<file path="config.mk">
export PLATFORM = sky130hd
export DESIGN_NAME = fetch_sequencer
export DESIGN_NICKNAME = d
export VERILOG_FILES = /design/src/rtl/fetch_sequencer.sv
export SDC_FILE = /design/constraint.sdc
export NUM_CORES = 1
export LEC_CHECK = 0
export CORE_UTILIZATION = 45
export CTS_CLUSTER_SIZE = 8
export DETAILED_ROUTE_END_ITERATION = 6
export GPL_ROUTABILITY_DRIVEN = 0
export PLACE_DENSITY = 0.9
export SLEW_MARGIN = 20
export SYNTH_ARGS = -nofsm -noshare
export SYNTH_HDL_FRONTEND = slang
export SYNTH_SLANG_ARGS = --single-unit
</file>
<file path="constraint.sdc">
create_clock -name clk -period 8.8 [get_ports clk]
set_input_delay 1.32 -clock clk [delete_from_list [all_inputs] [get_ports clk]]
set_output_delay 1.32 -clock clk [all_outputs]
set_load 0.1 [all_outputs]
</file>
<file path="src/rtl/fetch_sequencer.sv">
// fetch_sequencer: owns the PC, fetches over a req/ack port and sequences the next PC
module fetch_sequencer #(
   parameter logic [31:0] RESET_PC = 32'h0000_0000
) (
   input  logic        clk,
   input  logic        rst_n,
   output logic        imem_req,
   output logic [31:0] imem_addr,
   input  logic        imem_ack,
   input  logic [31:0] imem_rdata,
   output logic [31:0] instr,
   output logic [5:0]  opcode,
   output logic [5:0]  funct,
   output logic        instr_valid,
   output logic [31:0] pc,
   output logic [31:0] pc_plus4,
   input  logic        branch,
   input  logic        bmem,
   input  logic        jmem,
   input  logic        eq,
   input  logic [31:0] mem_target,
   input  logic        stall,
   output logic        misalign
);
   typedef enum logic [1:0] {BOOT, FETCH, EXEC, HALT} state_t;
   state_t      state_q;
   logic [31:0] pc_q, instr_q, pc_d, br_target;
   logic        misalign_q, mem_taken;
   assign pc_plus4    = pc_q + 32'd4;
   assign mem_taken   = jmem | (bmem & eq);
   assign br_target   = pc_plus4 + {{14{instr_q[15]}}, instr_q[15:0], 2'b00};
   assign pc_d        = mem_taken ? mem_target : (branch & eq) ? br_target : pc_plus4;
   assign imem_req    = state_q == FETCH;
   assign instr_valid = state_q == EXEC;
   assign imem_addr   = pc_q;
   assign pc          = pc_q;
   assign instr       = instr_q;
   assign opcode      = instr_q[31:26];
   assign funct       = instr_q[5:0];
   assign misalign    = misalign_q;
   // sequencer: boot, fetch until ack, execute until unstalled, halt on a misaligned memory target
   always_ff @(posedge clk or negedge rst_n) begin
      if (!rst_n) begin
         state_q    <= BOOT;
         pc_q       <= RESET_PC;
         instr_q    <= '0;
         misalign_q <= 1'b0;
      end else begin
         case (state_q)
            BOOT: state_q <= FETCH;
            FETCH: if (imem_ack) begin
               instr_q <= imem_rdata;
               state_q <= EXEC;
            end
            EXEC: if (!stall) begin
               if (mem_taken && mem_target[1:0] != 2'b00) begin
                  misalign_q <= 1'b1;
                  state_q    <= HALT;
               end else begin
                  pc_q    <= pc_d;
                  state_q <= FETCH;
               end
            end
            default: state_q <= HALT;
         endcase
      end
   end
endmodule

</file>
==> results of run 1 <==
-- area by class of cell --
class	instances	share of cell area
Clock buffer	10	0.03082
Clock inverter	4	0.006777
Inverter	8	0.003873
Multi-Input combinational cell	494	0.4359
Sequential cell	67	0.2162
Tap cell	147	0.02372
Timing Repair Buffer	221	0.2827
-- registers in the layout, indices dropped and copies added, names as in the netlist --
register	flops
imem_addr	32
instr	32
misalign	1
state_q	2
-- cell usage after synthesis, types with 6 or more instances --
| master | n | area (um^2) |
|---|---|---|
| nand3_1 | 18 | 90.09 |
| nor2_1 | 51 | 191.4 |
| and3_1 | 9 | 56.30 |
| o21ai_0 | 52 | 260.3 |
| xnor2_1 | 25 | 219.0 |
| mux2i_1 | 6 | 60.06 |
| mux2_2 | 32 | 360.4 |
| inv_1 | 8 | 30.03 |
| clkbuf_1 | 23 | 86.33 |
| a21oi_1 | 47 | 235.2 |
| ha_1 | 36 | 450.4 |
| a211oi_1 | 10 | 75.07 |
| xor2_1 | 22 | 192.7 |
| o22ai_1 | 8 | 50.05 |
| dfrtp_1 | 67 | 1677 |
| a21o_1 | 18 | 135.1 |
| buf_4 | 46 | 345.3 |
| nand2_1 | 77 | 289.0 |
| o211ai_1 | 7 | 52.55 |
-- worst max-delay path, delay by kind of cell (launching register included) --
| kind | cells | cell delay (ns) |
|---|---|---|
| buffers and inverters | 1 | 1.20 |
| XOR/XNOR | 1 | 0.25 |
| flip-flops | 1 | 0.49 |
| adder cells (fa/ha/maj) | 1 | 0.23 |
| AND/OR/NAND/NOR | 5 | 1.68 |
-- placed cells by master (no fill, tap or decap), types with 9 or more instances in the layout --
cell type	instances
ha_1	36
xnor2_1	25
xor2_1	22
clkbuf_16	9
a21o_1	18
a211oi_1	10
nand3_1	18
dfrtp_1	67
a21oi_1	46
o21ai_0	51
and3_1	9
nand2_1	77
mux2_2	32
nor2_1	51
clkdlybuf4s50_1	213
-- stage by stage --
step | util | cells | setup slack [ns] | hold slack, ns
floorplan | - | 639 | 2.725 | 0.4984
global placement | 0.6238 | 937 | 3.869 | 0.4462
detailed placement | 0.6238 | 937 | 3.732 | 0.4492
CTS | 0.6482 | 951 | 3.332 | 0.4659
global route | 0.6482 | 951 | 3.122 | 0.4890
finish | 0.6482 | 951 | 3.291 | 0.4633
-- cell families (layout without fill, tap and decap cells) --
group | after synthesis | count (layout) | share of synthesized area
flops | 67 | 67 | 0.3048
mux | 38 | 38 | 0.07642
xor+xnor | 48 | 48 | 0.07778
fa+ha+maj | 37 | 37 | 0.08551
buf+inv | 78 | 243 | 0.08460
compound gates | 180 | 180 | 0.2042
simple gates | 191 | 191 | 0.1667
-- worst max path at each step --
stage	end	slack, ns	cells past startpoint	startpoint
floorplan	imem_addr[31]	2.72	18	imem_addr[2]
global placement	pc_plus4[30]	3.87	8	imem_addr[2]
detailed placement	pc_plus4[30]	3.73	8	imem_addr[2]
CTS	pc_plus4[30]	3.33	8	imem_addr[2]
global route	pc_plus4[30]	3.12	8	imem_addr[2]
finish	pc_plus4[30]	3.29	8	imem_addr[2]
-- layer usage --
metal  vias to the layer above  part of all wire  GRT usage
met1                      2533              0.42     0.3395
met3                        39             0.084    0.07019
met2                       259              0.47     0.4663
met4                         0             0.030     0.1244
met5                         -                 0          0
li1                       2563                 -          -
==> flow_summary.yaml, run 1 <==
cts:
  numCtsBuffers: 9
  clockBufferDepth: 2
  cts_htree_levels: 3
  cts_setup_buffers: 0
  cts_tree: "yes"
  ctsResizeCount: 0
  cts-hold-fix-buffers: 0
  clock_latency_ns: 0.34
  clockRootBuffer: "clkbuf_16"
  path_clk_slew_ns: 0.06
  clock_sinks: 67
sta:
  slew_headroom: 0.2742
  rsz0062_at_grt: "false"
  setup_violations: 0
  hold_viol_final: 0
  setup_tns_ns: 0
  finalCritPeriodShare: 0.6261
  finClkSkew_ns: 0.008527
  slew_violations: 0
  min_period_ns: 5.510
  tightestPinTransition_ns: 1.085
  fmax_mhz: 181.5
synth:
  syn_inst: 639
  ys.flop_type: "dfrtp_1"
  yosys_register_bits: 67
  synthesis.nets: 748
  ys_seq_area_frac: 0.3048
  synth_edf_count: 0
  yosysWarnings: 0
  async_flop_share: 1.000
  synth.distinct_cells: 55
  synth_area_per_cell_um2: 8.610
  synth_area_mm2: 0.005502
detailed_routing:
  drc: 0
  routed_wl_um: 17270
  drt_iter0_drc: 391
  wire_per_inst_um: 18.15
  antenna_left: 0
  vias: 5394
  dr.pass1.iters: 5
  via_per_inst: 5.672
cells_and_area:
  fill_cells: 991
  n_antenna_cell: 0
  layout.area.seq_mm2: 0.001677
  area_growth_pct: 40.94
  nets: 910
  drive_above_1_share: 0.08582
  postLayoutCellArea_mm2: 0.007754
  multi_input_area_mm2: 0.003379
setup_path:
  crit_arrival_ns: 4.19
  reg2regPathDepth: 17
  cp_slowest_cell: "clkdlybuf4s50_1"
  worstPathRequired_ns: 7.48
  cpPeakStageDelay_ns: 1.20
  path_max_fanout: 8
  r2r-end: "imem_addr[31]"
  cp-start-kind: "flip-flop"
  r2r_slack_ns: 4.11
  timing.rr.start: "imem_addr[2]"
  path_class: "reg -> out"
  end_kind: "primary output"
  worstPathCellList: "ha_1, and2_1, nor3b_1, nand3_1, or3_4, nor2_1, xor2_1, clkdlybuf4s50_1"
die:
  chipHeight_um: 112.6
  core_area_mm2: 0.01196
  fp.dieW_um: 112.6
  core.rowCount: 40
  die-area_mm2: 0.01267
  boundaryPins: 215
  start_util: 0.4599
placed_design:
  dpl_cell_area_mm2: 0.007462
  io_buffers: 214
  dp_hpwl_um: 12630
grt:
  grt_pass1_wl_um: 27350
  grt-ovfl-total: 0
  grt_antenna_before_repair: 0
  grt_usage: 0.2791
  grt_max_degree: 68
  grt_pass1_vias: 5370
hold_path:
  hp-start: "misalign"
  min_path_type: "reg -> reg"
  min_path_cells: 1
  holdPathEnd: "misalign"
flow_run:
  drv_cap: 0
status:
  status: "complete, no violations"
Power of run 1 is not shown: default switching activity piles up to over one toggle a cycle in this logic, so the estimate is an artifact.
==> run 2, diff against run 1 <==
Settings changed: CORE_UTILIZATION 45 to 41, PLACE_DENSITY 0.9 to 0.87.
Clock period 8.8 ns to 4.75 ns, I/O delays scaled along.
==> run 2 against run 1 <==
Utilization decreased by 1.7 points. Die area up 9.6%. Cell count rose by 2.9%. Clock-buffer cell count rose by 1. Critical path type is now reg -> reg. Critical endpoint is now imem_addr[31]. Highest routed layer unchanged.
==> flow_summary.yaml, run 2 (synthesis gave the netlist of run 1 again) <==
status:
  status: "complete, no violations"
cts:
  clockRootBuffer: "clkbuf_16"
  cts_tree: "yes"
  path_clk_slew_ns: 0.06
  cts_htree_levels: 3
  ctsResizeCount: 0
  clockBufferDepth: 2
  clock_sinks: 67
  cts_setup_buffers: 0
  numCtsBuffers: 9
  clock_latency_ns: 0.34
  cts-hold-fix-buffers: 0
setup_path:
  worstPathCellList: "ha_1, and2_1, nor3b_1, buf_4, nand3_1, nor2_1, nand2_1, xnor2_4, ha_1, a21oi_1, o21ai_0, nand2_1, inv_1, o21ai_0, a31o_2, o21ai_0, a2111o_1, a41oi_1"
  path_max_fanout: 8
  timing.rr.start: "imem_addr[2]"
  path_class: "reg -> reg"
  r2r-end: "imem_addr[31]"
  crit_family: "compound AO/OA/AOI/OAI gates"
  reg2regPathDepth: 18
  cpMostUsedCell: "o21ai_0"
  cpPeakStageDelay_ns: 0.44
  cp_num_buf_inv: 2
  cp_slowest_cell: "dfrtp_2"
  worstPathRequired_ns: 4.99
  cp-start-kind: "flip-flop"
  r2r_slack_ns: 0.56
  crit_arrival_ns: 4.43
  end_kind: "flip-flop"
die:
  start_util: 0.4290
  die-area_mm2: 0.01389
  core.rowCount: 41
  chipHeight_um: 117.8
  core_area_mm2: 0.01282
  boundaryPins: 215
  fp.dieW_um: 117.8
cells_and_area:
  final_cell_mix: "196 x clkdlybuf4s50_1, 77 x nand2_1, 54 x dfrtp_1"
  nets: 911
  n_antenna_cell: 0
  postLayoutCellArea_mm2: 0.008094
  area_growth_pct: 47.12
  layout_commonest_cell: "clkdlybuf4s50_1"
  fill_cells: 1054
  drive_above_1_share: 0.1561
sta:
  fmax_mhz: 238.9
  rsz0062_at_grt: "false"
  slew_headroom: 0.3275
  hold_viol_final: 0
  finalCritPeriodShare: 0.8813
  slew_violations: 0
  setup_violations: 0
  tightestPinTransition_ns: 1.006
  min_period_ns: 4.186
  finClkSkew_ns: 0.01095
detailed_routing:
  via_per_inst: 5.594
  antenna_left: 0
  drt_iter0_drc: 347
  drc: 0
  wire_per_inst_um: 18.24
  routed_wl_um: 17860
  vias: 5477
  dr.pass1.iters: 5
placed_design:
  dp_hpwl_um: 13390
  io_buffers: 214
  dpl_cell_area_mm2: 0.007782
grt:
  grt_pass1_vias: 5402
  grt_max_degree: 68
  grt_usage: 0.2588
  grt_antenna_before_repair: 0
  grt_pass1_wl_um: 28310
  grt-ovfl-total: 0
hold_path:
  hp-start: "misalign"
  min_path_cells: 1
  holdPathEnd: "misalign"
  min_path_type: "reg -> reg"
flow_run:
  drv_cap: 0
==> run 2: layer usage <==
layer  up-vias  wire (um)  GRT usage
li1       2569          -          -
met5         -          0          0
met3        38       1583    0.05717
met1      2602       7292     0.3307
met4         0        436    0.09455
met2       268       8544     0.4268
==> run 2: how the worst max path moves through the flow <==
stage | startpoint | endpoint | slack (ns) | cells after the start
finish | imem_addr[2] | imem_addr[31] | 0.56 | 18
global route | imem_addr[2] | imem_addr[31] | 0.23 | 18
CTS | imem_addr[2] | imem_addr[31] | 0.57 | 18
detailed placement | imem_addr[2] | imem_addr[31] | 0.60 | 18
global placement | imem_addr[2] | imem_addr[31] | 0.82 | 18
floorplan | imem_addr[20] | imem_addr[31] | -0.0007 | 12
==> run 2: final cells by class <==
type	instances	area [um^2]	area share
Inverter	8	30.03	0.003710
Clock buffer	11	232.7	0.02875
Timing Repair Buffer	222	2157	0.2665
Sequential cell	67	1693	0.2092
Multi-Input combinational cell	494	3687	0.4556
Clock inverter	5	78.83	0.009739
Tap cell	172	215.2	0.02659
==> run 2: through the flow <==
step	TNS, ns	utilization	worst slack [ns]	instances	hold WS, ns
finish	0	0.6311	0.5639	979	0.4658
global route	0	0.6311	0.2331	979	0.4827
CTS	0	0.6311	0.5660	979	0.4710
detailed placement	0	0.6068	0.6050	963	0.4476
global placement	0	0.6068	0.8229	963	0.4466
floorplan	-0.0007292	-	-0.0007292	639	0.4169
Power of run 2 is left out for the same reason.
